**src/rtl/cpu_ctrl_fsm_hs.sv**
```systemverilog
// Multi-cycle CPU control FSM with mem_req/mem_ready handshake, bus-timeout
// watchdog, decode stall and halt/resume.
//
// Ports:
//   clk, reset     : clock, synchronous active-high reset
//   itype, wb      : instruction class (0=R,1=I,2=P,3=J) and write-back/store flag
//   mem_ready      : memory handshake complete this cycle
//   stall          : hold in DECODE (operand hazard)
//   halt_req       : enter HALT from DECODE
//   resume         : leave HALT, re-dispatch the held instruction
//   mem_req .. link_sel : datapath / memory control strobes
//   halted, bus_err     : status (bus_err is sticky until reset)
//
// Optional feature: define CPU_FSM_IRQ_EN to add the irq input and irq_ack
// output; an IRQ state is then taken at instruction end while irq is high.
module cpu_ctrl_fsm_hs #(
    parameter int TIMEOUT = 16,
    parameter int TO_W    = 5,
    parameter int TYPE_W  = 2
) (
    input  logic              clk,
    input  logic              reset,
    input  logic [TYPE_W-1:0] itype,
    input  logic              wb,
    input  logic              mem_ready,
    input  logic              stall,
    input  logic              halt_req,
    input  logic              resume,
`ifdef CPU_FSM_IRQ_EN
    input  logic              irq,
    output logic              irq_ack,
`endif
    output logic              mem_req,
    output logic              pc_en,
    output logic              ls_cntl,
    output logic              mem_we,
    output logic              ir_en,
    output logic              imm_sel,
    output logic              reg_wen,
    output logic              flags_en,
    output logic              mem_to_bus,
    output logic              npc_sel,
    output logic              link_sel,
    output logic              halted,
    output logic              bus_err
);

    typedef enum logic [3:0] {
        S_FETCH    = 4'd0,
        S_DECODE   = 4'd1,
        S_EXEC     = 4'd2,
        S_MEM_ADDR = 4'd3,
        S_MEM_ACC  = 4'd4,
        S_MEM_DONE = 4'd5,
        S_JLINK    = 4'd6,
        S_JLOAD    = 4'd7,
        S_JDONE    = 4'd8,
        S_HALT     = 4'd9,
        S_ERR      = 4'd10,
        S_IRQ      = 4'd11
    } state_t;

    localparam logic [TYPE_W-1:0] T_I = TYPE_W'(1);
    localparam logic [TYPE_W-1:0] T_P = TYPE_W'(2);
    localparam logic [TYPE_W-1:0] T_J = TYPE_W'(3);

    // Last tolerated wait count before the watchdog fires.
    localparam logic [TO_W-1:0] TO_LIMIT =
        TO_W'((TIMEOUT > 0) ? (TIMEOUT - 1) : 0);

    state_t          r_state;
    state_t          w_next;
    logic [TO_W-1:0] r_wait_cnt;
    logic            w_waiting;
    logic            w_to_hit;
    logic            w_is_i;
    state_t          w_end_next;

    assign w_is_i    = (itype == T_I);
    assign w_waiting = ((r_state == S_FETCH) || (r_state == S_MEM_ACC))
                       && !mem_ready;
    // A ready on the limit cycle wins, since w_waiting needs !mem_ready.
    assign w_to_hit  = (TIMEOUT != 0) && w_waiting
                       && (r_wait_cnt == TO_LIMIT);

`ifdef CPU_FSM_IRQ_EN
    assign w_end_next = irq ? S_IRQ : S_FETCH;
`else
    assign w_end_next = S_FETCH;
`endif

    always_ff @(posedge clk) begin
        if (reset) begin
            r_state    <= S_FETCH;
            r_wait_cnt <= '0;
        end else begin
            r_state <= w_next;
            if (w_next != r_state)
                r_wait_cnt <= '0;
            else if (w_waiting)
                r_wait_cnt <= r_wait_cnt + 1'b1;
        end
    end

    always_comb begin
        w_next = r_state;
        case (r_state)
            S_FETCH: begin
                if (mem_ready)
                    w_next = S_DECODE;
                else if (w_to_hit)
                    w_next = S_ERR;
            end
            S_DECODE: begin
                if (stall)
                    w_next = S_DECODE;
                else if (halt_req)
                    w_next = S_HALT;
                else if (itype == T_P)
                    w_next = S_MEM_ADDR;
                else if (itype == T_J)
                    w_next = S_JLINK;
                else
                    w_next = S_EXEC;
            end
            S_EXEC:     w_next = w_end_next;
            S_MEM_ADDR: w_next = S_MEM_ACC;
            S_MEM_ACC: begin
                if (mem_ready)
                    w_next = S_MEM_DONE;
                else if (w_to_hit)
                    w_next = S_ERR;
            end
            S_MEM_DONE: w_next = w_end_next;
            S_JLINK:    w_next = S_JLOAD;
            S_JLOAD:    w_next = S_JDONE;
            S_JDONE:    w_next = w_end_next;
            S_HALT: begin
                if (resume)
                    w_next = S_DECODE;
            end
            S_ERR:      w_next = S_ERR;
`ifdef CPU_FSM_IRQ_EN
            S_IRQ:      w_next = S_FETCH;
`endif
            default:    w_next = S_FETCH;
        endcase
    end

    always_comb begin
        mem_req    = 1'b0;
        pc_en      = 1'b0;
        ls_cntl    = 1'b0;
        mem_we     = 1'b0;
        ir_en      = 1'b0;
        imm_sel    = 1'b0;
        reg_wen    = 1'b0;
        flags_en   = 1'b0;
        mem_to_bus = 1'b0;
        npc_sel    = 1'b0;
        link_sel   = 1'b0;
        halted     = 1'b0;
        bus_err    = 1'b0;
`ifdef CPU_FSM_IRQ_EN
        irq_ack    = 1'b0;
`endif
        case (r_state)
            S_FETCH: begin
                mem_req = 1'b1;
                ls_cntl = 1'b1;
                ir_en   = mem_ready;
            end
            S_DECODE: imm_sel = w_is_i;
            S_EXEC: begin
                pc_en    = 1'b1;
                flags_en = 1'b1;
                reg_wen  = wb;
                imm_sel  = w_is_i;
            end
            S_MEM_ACC: begin
                mem_req    = 1'b1;
                mem_we     = wb;
                reg_wen    = !wb && mem_ready;
                mem_to_bus = !wb;
            end
            S_MEM_DONE: pc_en = 1'b1;
            S_JLINK: begin
                pc_en      = 1'b1;
                npc_sel    = 1'b1;
                reg_wen    = wb;
                mem_to_bus = wb;
                link_sel   = wb;
            end
            S_JLOAD: npc_sel = 1'b1;
            S_JDONE: pc_en   = 1'b1;
            S_HALT:  halted  = 1'b1;
            S_ERR:   bus_err = 1'b1;
`ifdef CPU_FSM_IRQ_EN
            S_IRQ: begin
                irq_ack    = 1'b1;
                reg_wen    = 1'b1;
                link_sel   = 1'b1;
                mem_to_bus = 1'b1;
                npc_sel    = 1'b1;
                pc_en      = 1'b1;
            end
`endif
            default: ;
        endcase
    end

endmodule

```
**config.mk**
```make
export PLATFORM = sky130hd
export DESIGN_NAME = cpu_ctrl_fsm_hs
export DESIGN_NICKNAME = d
export VERILOG_FILES = /design/src/rtl/cpu_ctrl_fsm_hs.sv
export SDC_FILE = /design/constraint.sdc
export NUM_CORES = 1
export LEC_CHECK = 0
export ABC_AREA = 1
export CAP_MARGIN = 20
export CORE_AREA = 2 2 41 43
export CTS_BUF_LIST = sky130_fd_sc_hd__clkbuf_8
export DETAILED_ROUTE_END_ITERATION = 10
export DIE_AREA = 0 0 43 45
export PLACE_DENSITY = 0.81
export SETUP_SLACK_MARGIN = 0.02
export SLEW_MARGIN = 25
export SYNTH_ARGS = -nofsm -noshare
export SYNTH_HDL_FRONTEND = slang
export SYNTH_SLANG_ARGS = --single-unit
```
**constraint.sdc**
```tcl
create_clock -name clk -period 4.7 [get_ports clk]
set_input_delay 1.175 -clock clk [delete_from_list [all_inputs] [get_ports clk]]
set_output_delay 1.175 -clock clk [all_outputs]
set_load 0.02 [all_outputs]
```
-- Word level (Yosys, flattened, before mapping)
Cells that the tools add are included.
Widths: inputs -> output; s select.
- bits in registers: 9
- bits of input ports: 9
- add/subtract/negate cells: 1
- eq/ne operators: 15
- multiplexer cells: 22
- reductions and logical operators: 13
- operators by type and width (operator ; number):
    $pmux 4 s8 ; 1
    $mux 4 ; 6
    $eq 4x3->1 const B ; 4
    $eq 4x4->1 const B ; 3
    $mux 1 ; 11
    $reduce_or 2->1 ; 5
    $eq 4x2->1 const B ; 2
    $mux 3 ; 2
    $add 5x1->5 const B ; 1
    $eq 5x4->1 const B ; 1
    $eq 2x2->1 const B ; 2
    $eq 4x1->1 const B ; 1
    $logic_not 4->1 ; 1
    $ne 4x4->1 ; 1
    $pmux 1 s2 ; 2
    $reduce_or 4->1 ; 1
    $logic_and 1x1->1 ; 3
    $eq 2x1->1 const B ; 1
    $logic_not 1->1 ; 2
    $logic_or 1x1->1 ; 1

-- Longest topological paths before layout
Gate-level depths: netlist of the first run.
- depth in word-level cells: 9
- depth in mapped cells: 11

-- Worst setup path before layout of the first run
Ideal clock, no wire load.
- path kind: input to output
- start: input port mem_ready
- end: output port ir_en
- arrival: 1.743 ns
- data required time: 3.525 ns
- setup slack: 1.782 ns
- stages: 2
- cell sequence: inv_1 nor3_1
- longest elaborated chain between the ends: 1
- RTL lines (element ; RTL line ; text):
    start: declaration ; 25 ; input logic mem_ready,
    $mux 1 ; 167 ; case (r_state)
    end: declaration ; 37 ; output logic ir_en,
Every way passes these cells.

-- Final worst setup path of the first run
- start: input port wb
- end: output port reg_wen
- longest elaborated chain between the ends: 3
- RTL lines (element ; RTL line ; text):
    start: declaration ; 24 ; input logic wb,
    $logic_not 1->1 ; 183 ; reg_wen = !wb && mem_ready;
    $logic_and 1x1->1 ; 183 ;
    $pmux 1 s2 (*) ; 167 ;
    end: declaration ; 39 ; output logic reg_wen,
Mark *: on every way between the ends. The rest lies on a longest branch, timed or not.

==> results of run 1 <==
==> logic make-up (layout without fill, tap and decap cells) <==
kind of cell | count (synthesis) | count (layout) | share of synthesized area [%]
simple gates | 72 | 72 | 47.0
buf+inv | 22 | 47 | 11.7
flops | 9 | 9 | 25.5
compound gates | 8 | 8 | 6.92
xor+xnor | 3 | 3 | 3.72
fa+ha+maj | 2 | 2 | 3.55
mux | 1 | 1 | 1.60
==> area by class of cell <==
class,instances,area [sq um]
Inverter,22,82.6
Sequential cell,9,180
Multi-Input combinational cell,86,443
Fill cell,145,490
Timing Repair Buffer,21,210
Clock buffer,3,41.3
Tap cell,16,20.0
Clock inverter,1,3.75
==> state kept, by name, indices dropped and copies added, names as in the netlist <==
register / cells
r_wait_cnt: 5
r_state: 4
==> power groups by stage <==
| stage | registers, mW | clock network, mW | logic, mW |
|---|---|---|---|
| floorplan | 0.0832 | 0 | 0.0367 |
| global placement | 0.0838 | 0 | 0.0573 |
| detailed placement | 0.0838 | 0 | 0.0585 |
| CTS | 0.0825 | 0.0889 | 0.0588 |
| global route | 0.0829 | 0.0943 | 0.0650 |
| finish | 0.0826 | 0.0871 | 0.0585 |
==> final timing paths <==
| check | cells after the start | slack [ns] | to |
|---|---|---|---|
| max | 5 | 0.96 | reg_wen |
| min | 3 | 0.54 | r_wait_cnt[3]$_SDFFE_PP0P_ |
| max reg2reg | 11 | 2.85 | r_wait_cnt[3]$_SDFFE_PP0P_ |
| min reg2reg | 3 | 0.54 | r_wait_cnt[3]$_SDFFE_PP0P_ |
==> worst register-to-register path, cell delays in order (launching register included) <==
cell and delay, ns:
dfxtp_1 0.36, ha_1 0.16, inv_1 0.05, nor2_1 0.11
ha_1 0.17, nand4_1 0.26, nand2_1 0.14, o211ai_1 0.12
nor2_1 0.12, nor2_1 0.07, nand2_2 0.13, nor2_1 0.06
==> Yosys cell counts (all sizes together) <==
cell    count  share of area (%)
o22ai       1               0.89
mux2        1                1.6
nand3b      1                1.1
nor2       35                 21
a31oi       1               0.89
xor2        1                1.2
dfxtp       9                 26
o21ai       4                2.8
nand3       6                4.3
nand2      22                 13
nand4       6                5.3
inv        22                 12
ha          2                3.5
xnor2       2                2.5
o211ai      1                1.1
o221ai      1                1.2
nor3        2                1.4
==> through the flow <==
step | power, mW | utilization, %
after detailed placement | 0.142 | 63.6
final | 0.228 | 66.7
after global placement | 0.141 | 63.6
after CTS | 0.230 | 66.7
after floorplan | 0.120 | -
after global routing | 0.242 | 66.7
==> routing by layer <==
| metal | track usage [%] | wire length, microns | vias to the layer above |
|---|---|---|---|
| li1 | - | - | 418 |
| met1 | 26.0 | 776 | 364 |
| met2 | 34.2 | 767 | 26 |
| met3 | 6.00 | 113 | 2 |
| met4 | 3.64 | 10 | 0 |
| met5 | 0 | 0 | - |
==> impl_metrics.toml, run 1 <==
[synth]
ys_seq_area_share_pct = 25.5
yosysWarnings = 0
syn_nets = 128
synthesis.area_sq_um = 706
avgSynthCellArea_sq_um = 6.03
ys_seq_elements = 9
synth.distinct_cells = 20
synthCells = 117

[power]
power_frac_seq_pct = 36.2
ir_worst_vdd_mv = 0.214
leakagePower_nw = 0.429
clkPwrFrac_pct = 38.2
powerDensity_mw_per_mm2 = 233
p_comb_share_pct = 25.6
p_sw_share_pct = 29.1
p_switching_mw = 0.0664
power.internal_mw = 0.162

[worst_setup_path]
cpMostUsedCell = "clkdlybuf4s50_1"
reg2reg_from = "r_wait_cnt[0]$_SDFFE_PP0P_"
cp-end-kind = "output port"
crit_slowest_cell = "clkdlybuf4s50_1"
worstSetupStartpointType = "primary input"
critPathBufInv = 3
critPathKind = "in -> out"
arrival_ns = 2.57
required_ns = 3.52
path_delay_family = "buffers and inverters"
path_cells = "clkdlybuf4s50_1, inv_1, nand2_1, o22ai_1, clkdlybuf4s50_1"
crit_fanout = 5
slowest_delay_ns = 0.62
startpoint = "wb"

[sta]
timing.setup.tns_ns = 0
holdWs_ns = 0.539
fin_crit_ns = 3.74
slew-limit-headroom_pct = 80.6
rsz0062_at_grt = "false"
hold_viol_final = 0
timing.final.crit_share_pct = 79.6
clock_skew_ns = 0.000988
setup_viol = 0
slew_violations = 0
fin_ws_ns = 0.959
tightestPinTransition_ns = 0.289
fmaxAchievable_mhz = 267

[routing]
vias_per_cell = 5.13
firstDrtPassIters = 4
vias = 810
drtIter0Drc = 24
avgRoutedWirePerCell_microns = 10.6
drc = 0
drt-total-wl_mm = 1.67
antenna_left = 0

[layout]
design_area_sq_um = 981
diodes = 0
area_delta_synth_final_pct = 39.0
nNetsFinal = 154
drive_gt1_share_pct = 14.8
final_cell_mix = "27 x nor2_1, 21 x clkdlybuf4s50_1, 19 x inv_1"
final_common_cell = "nor2_1"
layout.cells.non_filler = 158

[cts]
ctsRootBufferMaster = "clkbuf_8"
cts_buffer_depth = 2
cts_tree = "built"
ctsHoldBuffers = 0
cts_resized = 0
clock-sinks = 9
path_clk_slew_ns = 0.04
htreeDepth = 1
cts_buffers = 3
post_cts_buffers = 0
clock_latency_ns = 0.23

[floorplan]
core_sq_mm = 0.00147
die_area_sq_mm = 0.00194
die_height_microns = 45
die_w_microns = 43
start_util_pct = 48.0
ios = 22
num_rows = 14

[grt]
grt_pass1_wl_mm = 3.02
antenna_found_initial = 0
grt_max_degree = 7
track_usage_pct = 20.2
first_global_vias = 755
overflow = 0

[place]
post_dp_cell_area_sq_um = 936
place_hpwl_mm = 1.36
place_inst = 154
pre_cts_ws_ns = 0.961
gp_congestion = 0.867
portBuffers = 21

[job]
maxCapViolCount = 0

[worst_hold_path]
hp-start = "r_wait_cnt[3]$_SDFFE_PP0P_"
holdCritPathClass = "reg -> reg"

[outcome]
status = "finished clean"
Power figures use the tool's default switching activity.
==> run 2, diff against run 1 <==
- CORE_AREA: 2 2 41 43 -> 2 2 42 44
- DIE_AREA: 0 0 43 45 -> 0 0 44 46
- PLACE_DENSITY: 0.81 -> 0.77
- clock period: 4.7 -> 3.8 ns (I/O delays scaled with it)
==> impl_metrics.toml, run 2 (synthesis results as in run 1) <==
[sta]
timing.setup.tns_ns = 0
slew_violations = 0
timing.final.crit_share_pct = 86.9
hold_viol_final = 0
fmaxAchievable_mhz = 303
rsz0062_at_grt = "false"
tightestPinTransition_ns = 0.312
fin_crit_ns = 3.30
setup_viol = 0
slew-limit-headroom_pct = 79.1
clock_skew_ns = 0.000960

[floorplan]
start_util_pct = 43.7
die_area_sq_mm = 0.00202
die_height_microns = 46
num_rows = 15
die_w_microns = 44
core_sq_mm = 0.00161
ios = 22

[power]
powerDensity_mw_per_mm2 = 283
power_frac_seq_pct = 36.7
p_total_mw = 0.278
p_sw_share_pct = 28.1
leakagePower_nw = 0.429
clkPwrFrac_pct = 37.4
p_comb_share_pct = 25.9
p_switching_mw = 0.0783
ir_worst_vdd_mv = 0.217
power.internal_mw = 0.200

[worst_setup_path]
path_cells = "clkdlybuf4s50_1, inv_1, nor3_1, clkdlybuf4s50_1"
cp-end-kind = "output port"
arrival_ns = 2.35
cpMostUsedCell = "clkdlybuf4s50_1"
slowest_delay_ns = 0.63
path_delay_family = "buffers and inverters"
required_ns = 2.85
critPathBufInv = 3
crit_slowest_cell = "clkdlybuf4s50_1"
worstSetupStartpointType = "primary input"
crit_fanout = 4
critPathKind = "in -> out"

[layout]
final_cell_mix = "27 x nor2_1, 21 x clkdlybuf4s50_1, 19 x inv_1"
drive_gt1_share_pct = 14.8
diodes = 0
final_common_cell = "nor2_1"
regMostFlops = "r_wait_cnt"
nNetsFinal = 154
largest_reg_flops = 5
area_delta_synth_final_pct = 39.2
top_regs = "r_wait_cnt x5, r_state x4"
design_area_sq_um = 982

[routing]
drtIter0Drc = 30
avgRoutedWirePerCell_microns = 10.5
antenna_left = 0
drt-total-wl_mm = 1.66
firstDrtPassIters = 4
drc = 0
vias_per_cell = 5.07
vias = 806

[grt]
antenna_found_initial = 0
grt_pass1_wl_mm = 2.91
overflow = 0
track_usage_pct = 19.0
grt_max_degree = 7
first_global_vias = 727

[cts]
cts_tree = "built"
cts_buffer_depth = 2
clock-sinks = 9
cts_buffers = 3
ctsHoldBuffers = 0
htreeDepth = 1
clock_latency_ns = 0.23
path_clk_slew_ns = 0.04
ctsRootBufferMaster = "clkbuf_8"
post_cts_buffers = 0
cts_resized = 0

[place]
portBuffers = 21
gp_congestion = 0.883
post_dp_cell_area_sq_um = 937
place_hpwl_mm = 1.38

[job]
maxCapViolCount = 0

[worst_hold_path]
holdCritPathClass = "reg -> reg"

[outcome]
status = "finished clean"
## run 2: area by class of cell
cell class	instances	area [sq um]
flip-flops and latches	9	180
fillers	148	632
multi-input cells	86	443
repair buffers	21	210
clock buffers	3	41.3
well taps	17	21.3
inverters	22	82.6
clock inverters	1	3.75
## run 2: worst paths after layout
| kind | from | to | slack [ns] | cells past startpoint |
|---|---|---|---|---|
| max | mem_ready | ir_en | 0.50 | 4 |
| min | r_wait_cnt[4]$_SDFFE_PP0P_ | r_wait_cnt[4]$_SDFFE_PP0P_ | 0.55 | 4 |
| max reg2reg | r_wait_cnt[0]$_SDFFE_PP0P_ | r_wait_cnt[3]$_SDFFE_PP0P_ | 1.96 | 11 |
| min reg2reg | r_wait_cnt[4]$_SDFFE_PP0P_ | r_wait_cnt[4]$_SDFFE_PP0P_ | 0.55 | 4 |
## run 2: power by group through the flow
stage / registers [mW] / logic [mW] / clock network, mW
final: 0.102 / 0.0721 / 0.104
after detailed placement: 0.104 / 0.0720 / 0
after global placement: 0.103 / 0.0713 / 0
after global routing: 0.102 / 0.0796 / 0.116
after CTS: 0.102 / 0.0726 / 0.107
after floorplan: 0.103 / 0.0454 / 0
## run 2: routing by layer
layer	vias up	routed length, microns	share of wire (%)	GRT usage [%]
li1	422	-	-	-
met4	0	0	0	1.82
met3	0	112	6.7	5.16
met2	31	794	48	34.4
met1	353	756	45	23.2
met5	-	0	0	0
## run 2: worst min-delay path, delay by kind of cell (launching register included)
kind | cells | cell delay (ns)
AO/OA/AOI/OAI | 1 | 0.07
AND/OR/NAND/NOR | 2 | 0.09
flip-flops | 1 | 0.30
buffers and inverters | 1 | 0.05
## run 2: per-stage QoR
stage                     setup WS (ns)  hold WS, ns  cells  util, %
after global routing              0.385        0.604    159     60.9
after CTS                         0.476        0.556    159     60.9
final                             0.496        0.554    159     60.9
after global placement            0.541        0.515    155     58.1
after floorplan                    1.33        0.502    117        -
after detailed placement          0.487        0.533    155     58.1
